--- src/rtl/spi_reg_bridge_pkg.sv ---
// ---------------------------------------------------------------------------
// spi_bridge_pkg
//
// Shared definitions for the SPI-to-register-bus bridge:
//   bridge_state_t : the five frame-decoding states
//   CMD_RNW_BIT    : command byte bit selecting read (1) or write (0)
//   CMD_FIX_BIT    : command byte bit that freezes the register address
//   TX_IDLE        : byte presented on tx_byte whenever no read data is due
// ---------------------------------------------------------------------------
package spi_bridge_pkg;

    typedef enum logic [2:0] {
        ST_CMD,
        ST_ADDR,
        ST_DATA,
        ST_RD_REQ,
        ST_RD_WAIT
    } bridge_state_t;

    localparam int CMD_RNW_BIT = 7;
    localparam int CMD_FIX_BIT = 6;

    localparam logic [7:0] TX_IDLE = 8'h00;

endpackage

--- src/rtl/spi_reg_bridge.sv ---
// ---------------------------------------------------------------------------
// spi_reg_bridge
//
// Decodes SPI frames of the form  command, address bytes, data words  and
// turns them into register-bus writes and reads. Write words are assembled
// MSB first and committed with a one-cycle reg_we; read words are fetched
// with a one-cycle reg_re and serialised MSB first onto tx_byte. Reads
// always prefetch the word following the one being clocked out.
//
// Parameters
//   ADDR_W    : register address width, multiple of 8 (8 or 16)
//   DATA_W    : register word width, multiple of 8 (8, 16 or 32)
//
// Ports
//   clk       : system clock
//   rst_n     : asynchronous active-low reset
//   cs_n      : synchronised SPI chip select, high = bus idle
//   rx_byte   : byte received from spi_slave
//   rx_valid  : one-cycle strobe qualifying rx_byte
//   tx_byte   : byte spi_slave shifts out on the next SPI byte
//   reg_addr  : register address
//   reg_wdata : register write word
//   reg_we    : one-cycle write strobe
//   reg_re    : one-cycle read strobe
//   reg_rdata : read word, valid the cycle after reg_re
//   overrun   : sticky, a byte arrived while a read fetch was outstanding
// ---------------------------------------------------------------------------
module spi_reg_bridge
    import spi_bridge_pkg::*;
#(
    parameter int ADDR_W = 8,
    parameter int DATA_W = 8
) (
    input  logic              clk,
    input  logic              rst_n,
    input  logic              cs_n,
    input  logic [7:0]        rx_byte,
    input  logic              rx_valid,
    output logic [7:0]        tx_byte,
    output logic [ADDR_W-1:0] reg_addr,
    output logic [DATA_W-1:0] reg_wdata,
    output logic              reg_we,
    output logic              reg_re,
    input  logic [DATA_W-1:0] reg_rdata,
    output logic              overrun
);

    localparam int ADDR_BYTES = ADDR_W / 8;
    localparam int DATA_BYTES = DATA_W / 8;
    localparam int AC_W       = (ADDR_BYTES > 1) ? $clog2(ADDR_BYTES) : 1;
    localparam int DC_W       = (DATA_BYTES > 1) ? $clog2(DATA_BYTES) : 1;

    localparam logic [AC_W-1:0]   ADDR_LAST = AC_W'(ADDR_BYTES - 1);
    localparam logic [DC_W-1:0]   DATA_LAST = DC_W'(DATA_BYTES - 1);
    localparam logic [DATA_W-1:0] TX_CLEAR  = DATA_W'(TX_IDLE) << (DATA_W - 8);

    bridge_state_t     state_q, state_d;
    logic              rnw_q, rnw_d;
    logic              fix_q, fix_d;
    logic [ADDR_W-1:0] addr_q, addr_d;
    logic [DATA_W-1:0] wdata_q, wdata_d;
    logic [DATA_W-1:0] tx_shift_q, tx_shift_d;
    logic [AC_W-1:0]   addr_cnt_q, addr_cnt_d;
    logic [DC_W-1:0]   data_cnt_q, data_cnt_d;
    logic              we_q, we_d;
    logic              re_q, re_d;
    logic              overrun_q, overrun_d;
    logic              cs_n_prev_q;

    logic addr_last;
    logic data_last;

    assign addr_last = (addr_cnt_q == ADDR_LAST);
    assign data_last = (data_cnt_q == DATA_LAST);

    // Next-state logic. Chip select high overrides everything so that an
    // aborted frame leaves no half-built word or pending fetch behind.
    always_comb begin
        state_d    = state_q;
        rnw_d      = rnw_q;
        fix_d      = fix_q;
        addr_d     = addr_q;
        wdata_d    = wdata_q;
        tx_shift_d = tx_shift_q;
        addr_cnt_d = addr_cnt_q;
        data_cnt_d = data_cnt_q;
        we_d       = 1'b0;
        re_d       = 1'b0;
        overrun_d  = overrun_q;

        // Overrun is cleared only when a new frame starts.
        if (cs_n_prev_q && !cs_n) begin
            overrun_d = 1'b0;
        end

        if (cs_n) begin
            state_d    = ST_CMD;
            addr_cnt_d = '0;
            data_cnt_d = '0;
            tx_shift_d = TX_CLEAR;
        end else begin
            // The address steps in the cycle after a write pulse, so the
            // pulse itself sees a stable address.
            if (we_q && !fix_q) begin
                addr_d = addr_q + ADDR_W'(1);
            end

            unique case (state_q)
                ST_CMD: begin
                    tx_shift_d = TX_CLEAR;
                    if (rx_valid) begin
                        rnw_d      = rx_byte[CMD_RNW_BIT];
                        fix_d      = rx_byte[CMD_FIX_BIT];
                        addr_cnt_d = '0;
                        data_cnt_d = '0;
                        state_d    = ST_ADDR;
                    end
                end

                ST_ADDR: begin
                    if (rx_valid) begin
                        addr_d = (addr_q << 8) | ADDR_W'(rx_byte);
                        if (addr_last) begin
                            data_cnt_d = '0;
                            if (rnw_q) begin
                                re_d    = 1'b1;
                                state_d = ST_RD_REQ;
                            end else begin
                                state_d = ST_DATA;
                            end
                        end else begin
                            addr_cnt_d = addr_cnt_q + AC_W'(1);
                        end
                    end
                end

                ST_DATA: begin
                    if (rx_valid) begin
                        if (rnw_q) begin
                            // Word fully clocked out: step and prefetch.
                            if (data_last) begin
                                if (!fix_q) begin
                                    addr_d = addr_q + ADDR_W'(1);
                                end
                                re_d       = 1'b1;
                                data_cnt_d = '0;
                                state_d    = ST_RD_REQ;
                            end else begin
                                tx_shift_d = tx_shift_q << 8;
                                data_cnt_d = data_cnt_q + DC_W'(1);
                            end
                        end else begin
                            wdata_d = (wdata_q << 8) | DATA_W'(rx_byte);
                            if (data_last) begin
                                we_d       = 1'b1;
                                data_cnt_d = '0;
                            end else begin
                                data_cnt_d = data_cnt_q + DC_W'(1);
                            end
                        end
                    end
                end

                ST_RD_REQ: begin
                    state_d = ST_RD_WAIT;
                    if (rx_valid) begin
                        overrun_d  = 1'b1;
                        data_cnt_d = data_last ? '0 : data_cnt_q + DC_W'(1);
                    end
                end

                ST_RD_WAIT: begin
                    tx_shift_d = reg_rdata;
                    state_d    = ST_DATA;
                    if (rx_valid) begin
                        overrun_d  = 1'b1;
                        data_cnt_d = data_last ? '0 : data_cnt_q + DC_W'(1);
                    end
                end

                default: begin
                    state_d = ST_CMD;
                end
            endcase
        end
    end

    always_ff @(posedge clk or negedge rst_n) begin
        if (!rst_n) begin
            state_q     <= ST_CMD;
            rnw_q       <= 1'b0;
            fix_q       <= 1'b0;
            addr_q      <= '0;
            wdata_q     <= '0;
            tx_shift_q  <= TX_CLEAR;
            addr_cnt_q  <= '0;
            data_cnt_q  <= '0;
            we_q        <= 1'b0;
            re_q        <= 1'b0;
            overrun_q   <= 1'b0;
            cs_n_prev_q <= 1'b1;
        end else begin
            state_q     <= state_d;
            rnw_q       <= rnw_d;
            fix_q       <= fix_d;
            addr_q      <= addr_d;
            wdata_q     <= wdata_d;
            tx_shift_q  <= tx_shift_d;
            addr_cnt_q  <= addr_cnt_d;
            data_cnt_q  <= data_cnt_d;
            we_q        <= we_d;
            re_q        <= re_d;
            overrun_q   <= overrun_d;
            cs_n_prev_q <= cs_n;
        end
    end

    assign tx_byte   = tx_shift_q[DATA_W-1 -: 8];
    assign reg_addr  = addr_q;
    assign reg_wdata = wdata_q;
    assign reg_we    = we_q;
    assign reg_re    = re_q;
    assign overrun   = overrun_q;

endmodule

--- config.mk ---
export PLATFORM = sky130hd
export DESIGN_NAME = spi_reg_bridge
export DESIGN_NICKNAME = d
export VERILOG_FILES = /design/src/rtl/spi_reg_bridge_pkg.sv /design/src/rtl/spi_reg_bridge.sv
export SDC_FILE = /design/constraint.sdc
export NUM_CORES = 1
export LEC_CHECK = 0
export ABC_AREA = 0
export BUFFER_PORTS_ARGS = -buffer_cell sky130_fd_sc_hd__buf_2
export CAP_MARGIN = 20
export CELL_PAD_IN_SITES_DETAIL_PLACEMENT = 1
export CELL_PAD_IN_SITES_GLOBAL_PLACEMENT = 1
export CORE_MARGIN = 8
export CORE_UTILIZATION = 35
export CTS_BUF_LIST = sky130_fd_sc_hd__clkbuf_4 sky130_fd_sc_hd__clkbuf_8 sky130_fd_sc_hd__clkbuf_16
export CTS_CLUSTER_SIZE = 16
export DETAILED_ROUTE_END_ITERATION = 6
export GPL_ROUTABILITY_DRIVEN = 0
export GPL_TIMING_DRIVEN = 0
export PLACE_DENSITY = 0.81
export SLEW_MARGIN = 20
export SYNTH_ARGS = -nofsm -noshare
export SYNTH_HDL_FRONTEND = slang
export SYNTH_SLANG_ARGS = --single-unit
--- constraint.sdc ---
create_clock -name clk -period 2.4 [get_ports clk]
set_input_delay 0.6 -clock clk [delete_from_list [all_inputs] [get_ports clk]]
set_output_delay 0.6 -clock clk [all_outputs]
set_load 0.01 [all_outputs]
Yosys cells after proc, flatten, opt, wreduce, memory -nomap -nowiden:

Index checks and enable logic that the tools add are counted.

* flip-flop bits (word level): 35
* output and inout bits: 27
* bits of input ports: 20

* bitwise logic cells: 2
* equality and inequality tests: 12
* $add $sub $neg: 3
* reduce and logical (&&, ||, !) cells: 16
* multiplexer cells: 48

Operators with widths (number)
* two-way mux 8 bit: 10
* two-way mux 1 bit: 25
* one-hot mux 8 bit (3 select lines): 1
* two-way mux 3 bit: 7
* != test 3 bit, second input constant: 7
* one-hot mux 8 bit (2 select lines): 1
* one-hot mux 3 bit (5 select lines): 1
* adder 8 x 1 -> 8 bit, second input constant: 1
* AND reduction 4 bit: 2
* equality test 3 x 2 -> 1 bit, second input constant: 2
* AND reduction 3 bit: 2
* AND reduction 6 bit: 1
* AND reduction 5 bit: 1
* nonzero test 5 bit: 1
* one-hot mux 1 bit (2 select lines): 2
* nonzero test 4 bit: 1
* equality test 3 x 1 -> 1 bit, second input constant: 1
* equality test 3 bit, second input constant: 1
* logical NOT 3 bit: 1
* != test 3 x 1 -> 1 bit, second input constant: 1
* one-hot mux 1 bit (3 select lines): 1
* nonzero test 3 bit: 1
* OR reduction 3 bit: 1
* adder 1 bit, second input constant: 2
* 4 further kinds: 7

Longest topological paths before layout:

* word-level depth: 8
* depth in mapped cells: 7
* gate-level depth less buffers: 6

Worst setup path before layout:

OpenSTA, ideal clock, no wires.

* path type: register to register
* from: register state_q[0]
* to: register wdata_q[0], in the netlist reg_wdata[0]
* slack: 0.547 ns
* arrival time: 1.727 ns
* path buffers: 3
* stages on the path, launching flop included: 7
* data required time: 2.275 ns
* setup time: 0.125 ns
* period minus slack after synthesis: 1.853 ns
* cells stage by stage: dfrtp_1 -> buf_2 -> or3b_1 -> buf_2 -> or3_1 -> buf_6 -> mux2_4

* word-level cells in the longest chain between the ends: 2

RTL lines
* start, declared: RTL line spi_reg_bridge.sv:57 `bridge_state_t state_q, state_d;`
* start signal, assigned: RTL line spi_reg_bridge.sv:203 `state_q <= state_d;`
* equality test 3 x 2 -> 1 bit: RTL line spi_reg_bridge.sv:108 `unique case (state_q)`
* AND reduction 4 bit (no line)
* end signal, assigned: RTL line spi_reg_bridge.sv:207 `wdata_q <= wdata_d;`
* end, declared: RTL line spi_reg_bridge.sv:61 `logic [DATA_W-1:0] wdata_q, wdata_d;`

No other way between the ends.
A chain may end at the register's enable or synchronous reset.

Worst setup path after layout:

* from: input port rx_valid
* to: register addr_q[1], in the netlist reg_addr[1]

* word-level cells in the longest chain between the ends: 2
* elaborated cells on any way between the ends: 3
* classes of those cells: 3 x mux

RTL lines
* start, declared: RTL line spi_reg_bridge.sv:38 `input logic rx_valid,`
* two-way mux 8 bit (on tied branches): RTL line spi_reg_bridge.sv:138, spi_reg_bridge.sv:121
* one-hot mux 8 bit (2 select lines) (*): RTL line spi_reg_bridge.sv:108
* end signal, assigned: RTL line spi_reg_bridge.sv:206 `addr_q <= addr_d;`
* end, declared: RTL line spi_reg_bridge.sv:60 `logic [ADDR_W-1:0] addr_q, addr_d;`

Mark *: on every way between the ends. The rest lies on a longest branch, timed or not.

==> impl_metrics.env <==
export IMPL_cts_repair_resized=0
export IMPL_clock_power_share_pct=25.0
export IMPL_worst_pin_slew_ps=765
export IMPL_drt_pass1_iter_count=4
export IMPL_fmax_mhz=503
export IMPL_synth_lib_cells_used_distinct=46
export IMPL_totalPowerFinal_mw=1.73
export IMPL_synth_enable_flop_cells=0
export IMPL_num_ports=47
export IMPL_synthCells=192
export IMPL_tritoncts="done"
export IMPL_report_final_hold_viol_count=0
export IMPL_grt_pass1_wl_mm=8.63
export IMPL_post_route_cells_drive_above_1_share_pct=31.3
export IMPL_path_clk_slew_ps=70
export IMPL_yosys_most_used_dff="sky130_fd_sc_hd__dfrtp_1"
export IMPL_critPathMaxFanout=10
export IMPL_die_width_microns=88.2
export IMPL_io_buffers=46
export IMPL_worstSetupPathType="input pin to register"
export IMPL_timing_rr_end="reg_wdata[4]$_DFFE_PN0P_"
export IMPL_slowest_stage="sky130_fd_sc_hd__nor3_1"
export IMPL_syn2layout_area_growth_pct=22.4
export IMPL_stdcell_count=316
export IMPL_numPlacedInstances=308
export IMPL_grt_antenna_before_repair=0
export IMPL_clkLatencyLatePin_ps=280
export IMPL_clk_root_buffer_cell="sky130_fd_sc_hd__clkbuf_8"
export IMPL_postSynth_asyncResetShare_pct=100
export IMPL_critPathArrivalTime_ps=2160
export IMPL_drcViolationCount=0
export IMPL_pwr_share_seq_pct=44.7
export IMPL_dpl_worst_slack_ps=160
export IMPL_cts_setup_buffers=0
export IMPL_htree_num_levels=2
export IMPL_post_cts_hold_buffer_count=0
export IMPL_cpPeakStageDelay_ps=640
export IMPL_ir_drop_mv=0.562
export IMPL_gr_total_overflow=0
export IMPL_synth_ff_latch_count=33
export IMPL_tritoncts_buffers=5
export IMPL_routed_wirelength_mm=5.21
export IMPL_die_area_sq_mm=0.00778
export IMPL_cts_path_max_buffers=2
export IMPL_reg2regPathDepth=6
export IMPL_drt_iter0_markers=62
export IMPL_fin_crit_sh_pct=82.8
export IMPL_fin_setup_tns_ps=0
export IMPL_worst_r2r_setup_slack_ps=430
export IMPL_final_nets=266
export IMPL_initial_cell_density_of_the_core_pct=36.0
export IMPL_synthesis_nets=213
export IMPL_timing_final_max_slew_violations=0
export IMPL_route_vias_total=1645
export IMPL_period_needed_ps=1990
export IMPL_diodes=0
export IMPL_number_of_synthesis_warnings=0
export IMPL_pwr_density_cell_mw_per_mm2=775
export IMPL_cap_viol_max_count=0
export IMPL_row_count=26
export IMPL_hold_path_class="input pin to async pin"
export IMPL_ant_nets=0
export IMPL_cellInternalPower_mw=1.14
export IMPL_cp_start_kind="input pin"
export IMPL_wire_per_inst_microns=16.5
export IMPL_status="completed"
export IMPL_p_sw_uw=595
export IMPL_critical_path_required_ps=2570
export IMPL_switching_share_pct=34.3
export IMPL_path_common_cell="sky130_fd_sc_hd__buf_2"
export IMPL_setup_repair_after_global_routing_missed_its_margin="false"
export IMPL_core_region_area_sq_mm=0.00507
export IMPL_maxSlewHeadroom_pct=48.6
export IMPL_synth_sequential_area_ratio_pct=45.3
export IMPL_clock_sinks=33
export IMPL_worst_r2r_startpoint="state_q[0]$_DFFE_PN0P_"
export IMPL_viasPerCell=5.21
export IMPL_syn_area_per_cell_sq_um=9.51
export IMPL_maximum_number_of_pins_on_one_net_before_global_route_repair=34
export IMPL_final_setup_skew_ps=5.32
export IMPL_cp_cell_sequence="buf_2 -> buf_2 -> inv_1 -> nor3_1 -> a221oi_1 -> o21ai_0"
export IMPL_detailed_place_hpwl_mm=3.88
export IMPL_post_synth_instance_area_sq_mm=0.00183
export IMPL_cellLeakagePower_nw=1.04
export IMPL_setup_violations_final=0
export IMPL_cp_end_kind="register"
export IMPL_first_global_vias=1670
export IMPL_dieHeight_microns=88.2
export IMPL_grt_use_total_pct=14.2
export IMPL_layout_setup_ws_ps=412
export IMPL_power_share_combinational_pct=30.3
-- power by group through the flow --
stage	Clock (mW)	Combinational, mW	Sequential [mW]
2_1_floorplan	0	0.290	0.803
3_3_place_gp	0	0.515	0.777
3_5_place_dp	0	0.526	0.784
4_1_cts	0.443	0.533	0.775
5_1_grt	0.461	0.579	0.792
6_report	0.433	0.524	0.775
-- area by class of cell --
cell class | count | area, sq um
flip-flops and latches | 33 | 827
inverters | 6 | 22.5
clock buffers | 7 | 83.8
clock inverters | 1 | 7.51
multi-input cells | 142 | 918
well taps | 70 | 87.6
plain buffers | 11 | 57.6
fillers | 620 | 2840
repair buffers | 46 | 230
-- flip-flops by register name, indices dropped and copies added, names as in the netlist --
signal,flops
cs_n_prev_q,1
fix_q,1
overrun,1
reg_addr,8
reg_re,1
reg_wdata,8
reg_we,1
rnw_q,1
state_q,3
tx_byte,8
-- how the worst max path moves through the flow --
stage | start | depth (start not counted) | to
global route | rx_valid | 7 | reg_addr[4]$_DFFE_PN0N_
detailed placement | rx_valid | 7 | reg_addr[3]$_DFFE_PN0N_
finish | rx_valid | 6 | reg_addr[1]$_DFFE_PN0N_
global placement | rx_valid | 7 | reg_addr[3]$_DFFE_PN0N_
floorplan | state_q[0]$_DFFE_PN0P_ | 6 | reg_wdata[0]$_DFFE_PN0P_
CTS | state_q[0]$_DFFE_PN0P_ | 6 | reg_wdata[4]$_DFFE_PN0P_
-- cells in the final DEF, fill, tap and decap left out, types with 7 or more instances in the layout --
cell type	count
sky130_fd_sc_hd__buf_2	49
sky130_fd_sc_hd__dfrtp_1	32
sky130_fd_sc_hd__nand2_1	18
sky130_fd_sc_hd__o21ai_0	15
sky130_fd_sc_hd__a21oi_1	15
sky130_fd_sc_hd__nor2_1	14
sky130_fd_sc_hd__nand3_1	13
sky130_fd_sc_hd__mux2_4	8
sky130_fd_sc_hd__nor3_1	8
sky130_fd_sc_hd__nand2b_1	7
-- cell usage after synthesis, types with 2 or more instances --
library cell	count	area, sq um
sky130_fd_sc_hd__nor3_2	2	20.0
sky130_fd_sc_hd__dfrtp_1	32	801
sky130_fd_sc_hd__mux2_2	3	33.8
sky130_fd_sc_hd__o21ai_0	15	75.1
sky130_fd_sc_hd__a21oi_1	15	75.1
sky130_fd_sc_hd__nand3_1	13	65.1
sky130_fd_sc_hd__inv_1	5	18.8
sky130_fd_sc_hd__nor2_1	14	52.6
sky130_fd_sc_hd__o2bb2ai_1	2	17.5
sky130_fd_sc_hd__xor2_1	3	26.3
sky130_fd_sc_hd__nand2b_1	7	43.8
sky130_fd_sc_hd__xnor2_1	4	35.0
sky130_fd_sc_hd__nor3_1	8	40.0
sky130_fd_sc_hd__nor2b_1	2	12.5
sky130_fd_sc_hd__clkbuf_1	5	18.8
sky130_fd_sc_hd__nand3b_1	2	15.0
sky130_fd_sc_hd__mux2_4	8	120
sky130_fd_sc_hd__a22o_1	2	17.5
sky130_fd_sc_hd__o22ai_1	3	18.8
sky130_fd_sc_hd__a221o_1	2	20.0
sky130_fd_sc_hd__buf_2	3	15.0
sky130_fd_sc_hd__nand2_1	18	67.6
-- metrics by stage --
| step | util [%] | instance area, sq um | hold slack (ps) |
|---|---|---|---|
| after floorplan | - | 1830 | 304 |
| after global placement | 42.2 | 2140 | 487 |
| after detailed placement | 42.2 | 2140 | 491 |
| after CTS | 44.0 | 2230 | 404 |
| after global routing | 44.0 | 2230 | 437 |
| final | 44.0 | 2230 | 371 |
-- cell families after synthesis --
family                   share of synthesized area [%]
buffers and inverters                             4.39
flip-flops                                        45.3
AO/OA/AOI/OAI                                     17.1
adder cells (fa/ha/maj)                          0.685
AND/OR/NAND/NOR                                   20.2
XOR/XNOR                                          3.36
multiplexers                                      8.98
-- per-layer routing --
| layer | track usage (%) | share of wire [%] | vias to the layer above |
|---|---|---|---|
| li1 | - | - | 787 |
| met1 | 19.5 | 48 | 805 |
| met2 | 21.5 | 46 | 47 |
| met3 | 2.23 | 4.6 | 6 |
| met4 | 5.53 | 1.4 | 0 |
| met5 | 0 | 0 | - |
-- worst max-delay path: cells and delay by family --
family,cells,cell delay [ps]
simple gates,1,640
buf+inv,3,410
compound gates,2,500
(Power assumes the default switching activity.)
